[src/rtl/uart_pixel_streamer.sv]
// Pixel FIFO feeding a byte framer (optional SOF/EOF markers) and an 8N1 UART transmitter.
// Pixels are sent MSB byte first. A single-byte pending slot lets the next byte queue during the current one.
module uart_pixel_streamer #(
  parameter int          CLK_FREQ   = 50000000,
  parameter int          UART_BPS   = 115200,
  parameter int          PIX_W      = 8,
  parameter int          FIFO_DEPTH = 16,
  parameter int          HDR_EN     = 1,
  parameter logic [7:0]  SOF_BYTE   = 8'hA5,
  parameter logic [7:0]  EOF_BYTE   = 8'h5A
) (
  input  logic                          clk,
  input  logic                          rst_n,
  input  logic                          pix_valid,
  output logic                          pix_ready,
  input  logic [PIX_W-1:0]              pix_data,
  input  logic                          pix_last,
  output logic                          uart_txd,
  output logic                          tx_busy,
  output logic [$clog2(FIFO_DEPTH):0]   fifo_level,
  output logic                          frame_done,
  output logic [3:0]                    dbg_state
);

  localparam int CLKS_PER_BIT = CLK_FREQ / UART_BPS;
  localparam int NB           = PIX_W / 8;
  localparam int AW           = $clog2(FIFO_DEPTH);
  localparam int CW           = (CLKS_PER_BIT > 1) ? $clog2(CLKS_PER_BIT) : 1;
  localparam logic [CW-1:0] CNT_MAX  = CW'(CLKS_PER_BIT - 1);
  localparam logic [AW:0]   FULL_LVL = (AW+1)'(FIFO_DEPTH);
  localparam logic [2:0]    NB_M1    = 3'(NB - 1);

  typedef enum logic [1:0] {FR_IDLE, FR_SOF, FR_DATA, FR_EOF} fr_state_t;
  typedef enum logic [1:0] {TX_IDLE, TX_START, TX_BITS, TX_STOP} tx_state_t;

  // Pixel FIFO; each entry is {last, data}
  logic [PIX_W:0]  mem_q [FIFO_DEPTH];
  logic [AW-1:0]   wr_ptr_q, rd_ptr_q;
  logic [AW:0]     count_q;
  logic            push, pop, fifo_empty;
  logic [PIX_W:0]  head;

  assign pix_ready  = (count_q != FULL_LVL);
  assign push       = pix_valid && pix_ready;
  assign fifo_empty = (count_q == '0);
  assign head       = mem_q[rd_ptr_q];
  assign fifo_level = count_q;

  always_ff @(posedge clk) begin
    if (push) mem_q[wr_ptr_q] <= {pix_last, pix_data};
  end

  always_ff @(posedge clk or negedge rst_n) begin
    if (!rst_n) begin
      wr_ptr_q <= '0;
      rd_ptr_q <= '0;
      count_q  <= '0;
    end else begin
      if (push) wr_ptr_q <= wr_ptr_q + 1'b1;
      if (pop)  rd_ptr_q <= rd_ptr_q + 1'b1;
      case ({push, pop})
        2'b10:   count_q <= count_q + 1'b1;
        2'b01:   count_q <= count_q - 1'b1;
        default: count_q <= count_q;
      endcase
    end
  end

  // Framer state and pending-byte slot
  fr_state_t        fr_state_q, fr_state_d;
  logic [PIX_W-1:0] pix_q, pix_d;
  logic             last_q, last_d, have_q, have_d;
  logic [2:0]       rem_q, rem_d;
  logic             pend_valid_q, pend_valid_d, pend_end_q, pend_end_d;
  logic [7:0]       pend_byte_q, pend_byte_d;
  logic             fr_load, fr_end, pixel_done, end_flag, tx_take;
  logic [7:0]       fr_byte;

  always_comb begin
    fr_state_d = fr_state_q;
    pix_d      = pix_q;
    last_d     = last_q;
    have_d     = have_q;
    rem_d      = rem_q;
    fr_load    = 1'b0;
    fr_end     = 1'b0;
    fr_byte    = 8'h00;
    pop        = 1'b0;
    pixel_done = 1'b0;
    end_flag   = 1'b0;
    case (fr_state_q)
      FR_IDLE: begin
        if (!fifo_empty) fr_state_d = (HDR_EN != 0) ? FR_SOF : FR_DATA;
      end
      FR_SOF: begin
        if (!pend_valid_q) begin
          fr_load    = 1'b1;
          fr_byte    = SOF_BYTE;
          fr_state_d = FR_DATA;
        end
      end
      FR_DATA: begin
        if (!pend_valid_q) begin
          if (have_q) begin
            fr_load = 1'b1;
            fr_byte = pix_q[PIX_W-1 -: 8];
            pix_d   = pix_q << 8;
            rem_d   = rem_q - 3'd1;
            if (rem_q == 3'd1) begin
              have_d     = 1'b0;
              pixel_done = 1'b1;
              end_flag   = last_q;
            end
          end else if (!fifo_empty) begin
            pop     = 1'b1;
            fr_load = 1'b1;
            fr_byte = head[PIX_W-1 -: 8];
            pix_d   = head[PIX_W-1:0] << 8;
            last_d  = head[PIX_W];
            if (NB == 1) begin
              pixel_done = 1'b1;
              end_flag   = head[PIX_W];
            end else begin
              have_d = 1'b1;
              rem_d  = NB_M1;
            end
          end
          // Without markers the final pixel byte itself carries the end-of-frame tag
          if (pixel_done && end_flag) begin
            if (HDR_EN != 0) begin
              fr_state_d = FR_EOF;
            end else begin
              fr_state_d = FR_IDLE;
              fr_end     = 1'b1;
            end
          end
        end
      end
      FR_EOF: begin
        if (!pend_valid_q) begin
          fr_load    = 1'b1;
          fr_byte    = EOF_BYTE;
          fr_end     = 1'b1;
          fr_state_d = FR_IDLE;
        end
      end
      default: fr_state_d = FR_IDLE;
    endcase
  end

  always_comb begin
    pend_valid_d = pend_valid_q;
    pend_byte_d  = pend_byte_q;
    pend_end_d   = pend_end_q;
    if (tx_take) pend_valid_d = 1'b0;
    if (fr_load) begin
      pend_valid_d = 1'b1;
      pend_byte_d  = fr_byte;
      pend_end_d   = fr_end;
    end
  end

  always_ff @(posedge clk or negedge rst_n) begin
    if (!rst_n) begin
      fr_state_q   <= FR_IDLE;
      pix_q        <= '0;
      last_q       <= 1'b0;
      have_q       <= 1'b0;
      rem_q        <= '0;
      pend_valid_q <= 1'b0;
      pend_byte_q  <= '0;
      pend_end_q   <= 1'b0;
    end else begin
      fr_state_q   <= fr_state_d;
      pix_q        <= pix_d;
      last_q       <= last_d;
      have_q       <= have_d;
      rem_q        <= rem_d;
      pend_valid_q <= pend_valid_d;
      pend_byte_q  <= pend_byte_d;
      pend_end_q   <= pend_end_d;
    end
  end

  // UART transmitter; frame_done fires when a byte tagged as frame end finishes its stop bit
  tx_state_t       tx_state_q, tx_state_d;
  logic [CW-1:0]   cnt_q, cnt_d;
  logic [2:0]      bit_q, bit_d;
  logic [7:0]      shift_q, shift_d;
  logic            txd_q, txd_d, end_q, end_d, done_q, done_d;

  always_comb begin
    tx_state_d = tx_state_q;
    cnt_d      = cnt_q;
    bit_d      = bit_q;
    shift_d    = shift_q;
    txd_d      = txd_q;
    end_d      = end_q;
    done_d     = 1'b0;
    tx_take    = 1'b0;
    case (tx_state_q)
      TX_IDLE: begin
        txd_d = 1'b1;
        if (pend_valid_q) begin
          tx_take    = 1'b1;
          shift_d    = pend_byte_q;
          end_d      = pend_end_q;
          cnt_d      = '0;
          txd_d      = 1'b0;
          tx_state_d = TX_START;
        end
      end
      TX_START: begin
        if (cnt_q == CNT_MAX) begin
          cnt_d      = '0;
          bit_d      = 3'd0;
          txd_d      = shift_q[0];
          tx_state_d = TX_BITS;
        end else begin
          cnt_d = cnt_q + 1'b1;
        end
      end
      TX_BITS: begin
        if (cnt_q == CNT_MAX) begin
          cnt_d   = '0;
          shift_d = shift_q >> 1;
          if (bit_q == 3'd7) begin
            txd_d      = 1'b1;
            tx_state_d = TX_STOP;
          end else begin
            bit_d = bit_q + 3'd1;
            txd_d = shift_q[1];
          end
        end else begin
          cnt_d = cnt_q + 1'b1;
        end
      end
      TX_STOP: begin
        if (cnt_q == CNT_MAX) begin
          cnt_d  = '0;
          done_d = end_q;
          if (pend_valid_q) begin
            tx_take    = 1'b1;
            shift_d    = pend_byte_q;
            end_d      = pend_end_q;
            txd_d      = 1'b0;
            tx_state_d = TX_START;
          end else begin
            txd_d      = 1'b1;
            tx_state_d = TX_IDLE;
          end
        end else begin
          cnt_d = cnt_q + 1'b1;
        end
      end
      default: tx_state_d = TX_IDLE;
    endcase
  end

  always_ff @(posedge clk or negedge rst_n) begin
    if (!rst_n) begin
      tx_state_q <= TX_IDLE;
      cnt_q      <= '0;
      bit_q      <= '0;
      shift_q    <= '0;
      txd_q      <= 1'b1;
      end_q      <= 1'b0;
      done_q     <= 1'b0;
    end else begin
      tx_state_q <= tx_state_d;
      cnt_q      <= cnt_d;
      bit_q      <= bit_d;
      shift_q    <= shift_d;
      txd_q      <= txd_d;
      end_q      <= end_d;
      done_q     <= done_d;
    end
  end

  assign uart_txd   = txd_q;
  assign frame_done = done_q;
  assign tx_busy    = !fifo_empty || (fr_state_q != FR_IDLE) || pend_valid_q || (tx_state_q != TX_IDLE);
  assign dbg_state  = {fr_state_q, tx_state_q};

endmodule
[config.mk]
export PLATFORM = sky130hd
export DESIGN_NAME = uart_pixel_streamer
export DESIGN_NICKNAME = d
export VERILOG_FILES = /design/src/rtl/uart_pixel_streamer.sv
export SDC_FILE = /design/constraint.sdc
export NUM_CORES = 1
export LEC_CHECK = 0
export BUFFER_PORTS_ARGS = -buffer_cell sky130_fd_sc_hd__buf_2
export CORE_UTILIZATION = 50
export CTS_CLUSTER_SIZE = 8
export DETAILED_ROUTE_END_ITERATION = 8
export PLACE_DENSITY = 0.66
export SYNTH_ARGS = -nofsm -noshare
export SYNTH_HDL_FRONTEND = slang
export SYNTH_SLANG_ARGS = --single-unit
[constraint.sdc]
create_clock -name clk -period 6.2 [get_ports clk]
set_clock_uncertainty 0.05 [all_clocks]
set_input_delay 1.24 -clock clk [delete_from_list [all_inputs] [get_ports clk]]
set_output_delay 1.24 -clock clk [all_outputs]
set_load 0.005 [all_outputs]
==> reports/results.ini, run 1 <==
[power_and_ir_drop]
netSwitchingFraction=0.2622
power_density_nw_per_um2=327.1
power_frac_comb=0.115
power_leakage_nw=3.336
power_frac_clock=0.350
vdd.ir_drop.worst_mv=0.2113
p_seq_frac=0.534
power.switching_w=0.0008091
intPower_w=0.002276

[routing]
ant_nets=0
route.detailed.wl_per_inst_um=19.39
drt_wl_total_um=15670
avgViaCountPerCell=5.681
vias=4590
drt_pass1_iterations=4
drt_iter0_drc=385
drcViolationCount=0

[yosys]
postSynthCellCount=549
synth_cell_type_count=60
mapped_cell_area_um2=8547
syn_avg_cell_area_um2=15.57
synth_top_cells_by_area=sky130_fd_sc_hd__edfxtp_1, sky130_fd_sc_hd__dfrtp_1, sky130_fd_sc_hd__mux4_2, sky130_fd_sc_hd__ha_1, sky130_fd_sc_hd__nand2_1
yosys_warnings=0
synth_nets=586
synth.largest_area_cell=sky130_fd_sc_hd__edfxtp_1
yosys_reg_bits=199
fraction_of_post_synthesis_cell_area_in_the_top_cell_type_by_area=0.5059
yosys_most_used_dff=sky130_fd_sc_hd__edfxtp_1
ys_seq_area_frac=0.6671
postSynth.asyncResetShare=0.2764
number_of_enable_type_register_cells_in_the_synthesized_netlist=144

[timing]
fin_setup_tns_ns=0
final-setup-viol-count=0
worst-slew-pin-transition_ns=1.111
slew_violations=0
achievable-frequency_ghz=0.3052
rsz0062_at_grt=false
max-slew-margin-rel=0.2593
report.final.hold_viol_count=0
final.min_clock_period_ns=3.277
timing.final.crit_share=0.5285

[cells_and_area]
num-nets-final=612
number_of_fill_cells_in_the_layout=1350
layout-drive-gt1-share=0.1956
area_delta_synth_final_pct=10.38
number_of_inserted_diodes=0
finish.utilization=0.5669

[clocking]
cts_tree=done
cts-hold-fix-buffers=0
cts_root_buffer=sky130_fd_sc_hd__clkbuf_16
tritoncts_num_sinks=199
cts_resized=0
htreeDepth=4
clk_transition_reported_paths_ns=0.08
post_cts_buffers=0
worstSkewPairLatency_ns=0.43
number_of_clock_buffers_inserted_by_tritoncts=17
cts.path.max_buffers=2

[floorplan]
fp-row-count=47
dieHeight_um=132.7
die-width_um=132.7
number_of_placed_i_o_pins=25
initial_core_util=0.5136
dieArea_um2=17620
design.core.area_um2=16640

[global_routing]
globalRouteOverflowTotal=0
grt_start_max_net_pins=56
wire_length_of_the_first_global_routing_pass_um=25320
groute.usage.overall=0.1930
antenna_violations_before_repair=0
grt_pass1_vias=4825

[critical_path]
worst-endpoint-arrival_ns=1.99
cp-start-kind=flop
critical_path.max_fanout=8
endpoint_kind=output pin
required_ns=4.91
crit_type=reg2out

[min_path]
hold_path_class=reg2reg

[placed_design]
port-buffer-count=24
final_estimated_routing_congestion_in_global_placement=0.7890
post-dp-hpwl_um=10320

[outcome]
run_status=complete, no violations

[job]
timing.max_cap.violations=0

## path summary, 6_finish.rpt
path | to | cells after the start | slack, ns | startpoint
min in group asynchronous | cnt_q[6] | 2 | 0.90 | rst_n
hold reg to reg | shift_q[3] | 2 | 0.44 | shift_q[3]
setup / recovery | tx_busy | 4 | 2.92 | fifo_level[2]
setup reg to reg | fifo_level[4] | 12 | 2.97 | fifo_level[2]
max in group asynchronous | rd_ptr_q[0] | 2 | 4.68 | rst_n
hold / removal | shift_q[3] | 2 | 0.44 | shift_q[3]
## through the flow
step | power (W) | hold WS (ns) | area, um^2 | setup slack, ns | std cells
floorplan | 0.001901 | 0.3996 | 8547 | 2.975 | 549
global route | 0.003214 | 0.4610 | 9434 | 2.637 | 808
CTS | 0.003107 | 0.4412 | 9429 | 2.924 | 808
global placement | 0.002014 | 0.4160 | 8855 | 2.867 | 776
detailed placement | 0.002033 | 0.4249 | 8855 | 2.811 | 776
finish | 0.003085 | 0.4352 | 9434 | 2.923 | 808
## Yosys cell counts (3+ instances only)
cell	n
sky130_fd_sc_hd__nor2b_1	4
sky130_fd_sc_hd__buf_6	3
sky130_fd_sc_hd__nor3_1	5
sky130_fd_sc_hd__xor2_1	9
sky130_fd_sc_hd__a21oi_1	18
sky130_fd_sc_hd__mux4_2	36
sky130_fd_sc_hd__inv_1	14
sky130_fd_sc_hd__mux2_2	5
sky130_fd_sc_hd__dfrtp_1	54
sky130_fd_sc_hd__nand3_1	6
sky130_fd_sc_hd__edfxtp_1	144
sky130_fd_sc_hd__nor2_1	37
sky130_fd_sc_hd__buf_4	5
sky130_fd_sc_hd__ha_1	25
sky130_fd_sc_hd__nand4_1	5
sky130_fd_sc_hd__mux2i_1	13
sky130_fd_sc_hd__buf_2	8
sky130_fd_sc_hd__o21ai_0	23
sky130_fd_sc_hd__or3_1	9
sky130_fd_sc_hd__xnor2_1	11
sky130_fd_sc_hd__nand2b_1	8
sky130_fd_sc_hd__clkbuf_1	6
sky130_fd_sc_hd__nand2_1	40
sky130_fd_sc_hd__a22oi_1	4
sky130_fd_sc_hd__o22ai_1	14
## power groups by stage
stage               logic (W)  clock network (W)  registers (W)
floorplan            0.000267                  0        0.00163
global placement     0.000348                  0        0.00167
detailed placement   0.000358                  0        0.00167
CTS                  0.000359            0.00110        0.00165
global route         0.000399            0.00115        0.00166
finish               0.000355            0.00108        0.00165
## critical path, cell delays in order (launching register included)
cell and delay, ns:
sky130_fd_sc_hd__dfrtp_1 0.49, sky130_fd_sc_hd__or4_4 0.57, sky130_fd_sc_hd__nor2_1 0.22, sky130_fd_sc_hd__nand3_1 0.13
sky130_fd_sc_hd__buf_2 0.15
## flip-flops by register name, indices dropped and copies added (netlist names), 2 cells and up
signal / cells
fifo_level: 5
cnt_q: 9
fr_state_q: 2
wr_ptr_q: 4
rem_q: 3
mem_q: 144
rd_ptr_q: 4
bit_q: 3
shift_q: 8
pend_byte_q: 8
tx_state_q: 2
## routing by layer
| layer | up-vias | GRT usage | wire, um |
|---|---|---|---|
| li1 | 2145 | - | - |
| met1 | 2361 | 0.2501 | 6925 |
| met3 | 7 | 0.04100 | 501 |
| met5 | - | 0 | 0 |
| met2 | 77 | 0.3263 | 8111 |
| met4 | 0 | 0.06194 | 129 |
## cell families after synthesis
group                      synth area share
DFF                                  0.6671
and+or+nand+nor                     0.07729
xor gates and xnor gates            0.02050
buffers and inverters               0.02269
adders and majority gates           0.03660
AOI/OAI and AO/OA                   0.05578
muxes                                0.1200
## layout by cell type (no fill, tap or decap), drive strengths merged, types with 3 or more instances in the layout
master | netlist | final
a21oi | 18 | 18
a22oi | 4 | 4
and2 | 3 | 3
buf | 18 | 31
clkbuf | 6 | 18
dfrtp | 54 | 54
edfxtp | 144 | 144
ha | 25 | 25
inv | 14 | 24
mux2 | 6 | 6
mux2i | 14 | 14
mux4 | 36 | 36
nand2 | 40 | 40
nand2b | 8 | 8
nand3 | 6 | 6
nand4 | 5 | 5
nor2 | 37 | 37
nor2b | 4 | 4
nor3 | 5 | 5
o21ai | 24 | 24
o22ai | 14 | 14
or2 | 3 | 3
or3 | 9 | 9
xnor2 | 11 | 11
xor2 | 9 | 9
## layout make-up
class | instances | area [um^2] | share of cell area
tap | 220 | 275.3 | 0.02918
timing repair buffer | 31 | 172.7 | 0.01830
clock inverter | 14 | 145.1 | 0.01538
clock buffer | 18 | 429.2 | 0.04549
sequential | 199 | 5703 | 0.6045
inverter | 14 | 52.55 | 0.005570
multi-input combinational | 312 | 2656 | 0.2816
Power figures use the tool's default switching activity.
==> run 2, diff against run 1 <==
PLACE_DENSITY = 0.69   (was 0.66)
clock period = 2.9 ns   (was 6.2 ns; I/O delays follow)
==> run 2 against run 1 <==
Register-to-register slack lost 2.7 ns. Sequential cell count stayed put. Final cell count is 2.4% higher. Power increased by 120%. Via count up 1.9%. Die area did not move. Utilization increased by 1.0 points. Largest cell class unchanged. Highest routed layer unchanged.
==> reports/results.ini, run 2 (synthesis results as in run 1) <==
[critical_path]
endpoint_kind=output pin
required_ns=2.27
worst-endpoint-arrival_ns=2.07
worst_r2r_setup_slack_ns=0.23
crit-reg2reg-launch=fr_state_q[0]
r2r.worst_path.cells=12
cp-start-kind=flop
cp-endpoint=tx_busy
worstSetupStartpoint=fifo_level[2]
crit_type=reg2out
worst_path_max_delay_cell=sky130_fd_sc_hd__or4_4
critical_path.max_fanout=7
cp_cell_sequence=buf_4 > or4_4 > nor2_1 > nand3_1 > buf_2
critPathMaxStageDelay_ns=0.53
rr_endpoint=fifo_level[4]

[placed_design]
placedCellCount=795
final_estimated_routing_congestion_in_global_placement=0.8083
post-dp-hpwl_um=10560
port-buffer-count=24

[clocking]
cts-hold-fix-buffers=0
number_of_clock_buffers_inserted_by_tritoncts=17
htreeDepth=4
cts_resized=0
post_cts_buffers=0
cts_root_buffer=sky130_fd_sc_hd__clkbuf_16
worstSkewPairLatency_ns=0.44
cts.path.max_buffers=2
tritoncts_num_sinks=199
cts_tree=done
clk_transition_reported_paths_ns=0.07

[routing]
avgViaCountPerCell=5.655
vias=4677
drt_pass1_iterations=5
drt_wl_total_um=15790
drt_iter0_drc=443
drcViolationCount=0
ant_nets=0
route.detailed.wl_per_inst_um=19.10

[cells_and_area]
final_cells=827
num-nets-final=631
area_delta_synth_final_pct=12.34
finish.utilization=0.5769
number_of_inserted_diodes=0
number_of_fill_cells_in_the_layout=1289
layout-drive-gt1-share=0.2208
largestRegisters=mem_q x144, cnt_q x9
layout.cells.most_common_list=sky130_fd_sc_hd__edfxtp_1, sky130_fd_sc_hd__dfrtp_1, sky130_fd_sc_hd__nand2_1
number_of_flip_flops_under_the_largest_register_name=144
commonest_non_fill_non_tap_cell_in_the_layout=sky130_fd_sc_hd__edfxtp_1
largest-register=mem_q

[timing]
max-slew-margin-rel=0.2371
final-setup-viol-count=0
timing.final.crit_share=0.9304
achievable-frequency_ghz=0.3706
worst-slew-pin-transition_ns=1.140
final.min_clock_period_ns=2.698
fin_setup_tns_ns=0
slew_violations=0
report.final.hold_viol_count=0
rsz0062_at_grt=false

[floorplan]
design.core.area_um2=16640
die-width_um=132.7
fp-row-count=47
dieArea_um2=17620
number_of_placed_i_o_pins=25
initial_core_util=0.5136
dieHeight_um=132.7

[global_routing]
grt_pass1_vias=4829
globalRouteOverflowTotal=0
antenna_violations_before_repair=0
wire_length_of_the_first_global_routing_pass_um=25360
groute.usage.overall=0.1940
grt_start_max_net_pins=39

[power_and_ir_drop]
vdd.ir_drop.worst_mv=0.4416
power_density_nw_per_um2=694.6
power_leakage_nw=3.440
design_power_total_w=0.006669

[outcome]
run_status=complete, no violations

[min_path]
hold_path_class=in2async

[job]
timing.max_cap.violations=0

==> run 2: worst min-delay path by stage <==
stage | startpoint | endpoint | cells past startpoint
CTS | rst_n | tx_state_q[1] | 1
floorplan | rst_n | bit_q[0] | 0
global route | rst_n | cnt_q[2] | 1
detailed placement | shift_q[3] | shift_q[3] | 2
finish | rst_n | tx_state_q[1] | 1
global placement | shift_q[2] | shift_q[2] | 2
==> run 2: where the power goes <==
part           switching [W]  leakage, nW  internal (W)
clock                0.00109        0.283       0.00122
combinational       0.000510         1.20      0.000356
sequential          0.000159         1.96       0.00334
==> run 2: through the flow <==
stage,hold WS (ns),cell area [um^2],setup WS [ns]
floorplan,0.2344,8548,0.02781
global placement,0.4148,9010,0.2453
detailed placement,0.4242,9010,0.1250
CTS,0.2260,9593,0.1025
global route,0.2703,9602,0.005939
finish,0.2156,9602,0.2019
==> run 2: routing by layer <==
metal / up-vias / global-route usage / routed length, um
li1: 2183 / - / -
met1: 2373 / 0.2491 / 6727
met2: 99 / 0.3243 / 8114
met3: 22 / 0.04866 / 631
met4: 0 / 0.06386 / 318
met5: - / 0 / 0
==> run 2: worst max-delay path: cells and delay by family (launching register included) <==
family                 cells  cell delay (ns)
flip-flops                 1             0.41
AND/OR/NAND/NOR            3             0.91
buffers and inverters      2             0.32
==> run 2: cell type report <==
cell class	instances	area, um^2	area share
Multi-Input combinational cell	312	2660	0.2770
Clock buffer	17	425.4	0.04431
Clock inverter	15	157.7	0.01642
Sequential cell	199	5703	0.5940
Tap cell	220	275.3	0.02867
Inverter	14	52.55	0.005473
Timing Repair Buffer	50	327.8	0.03414
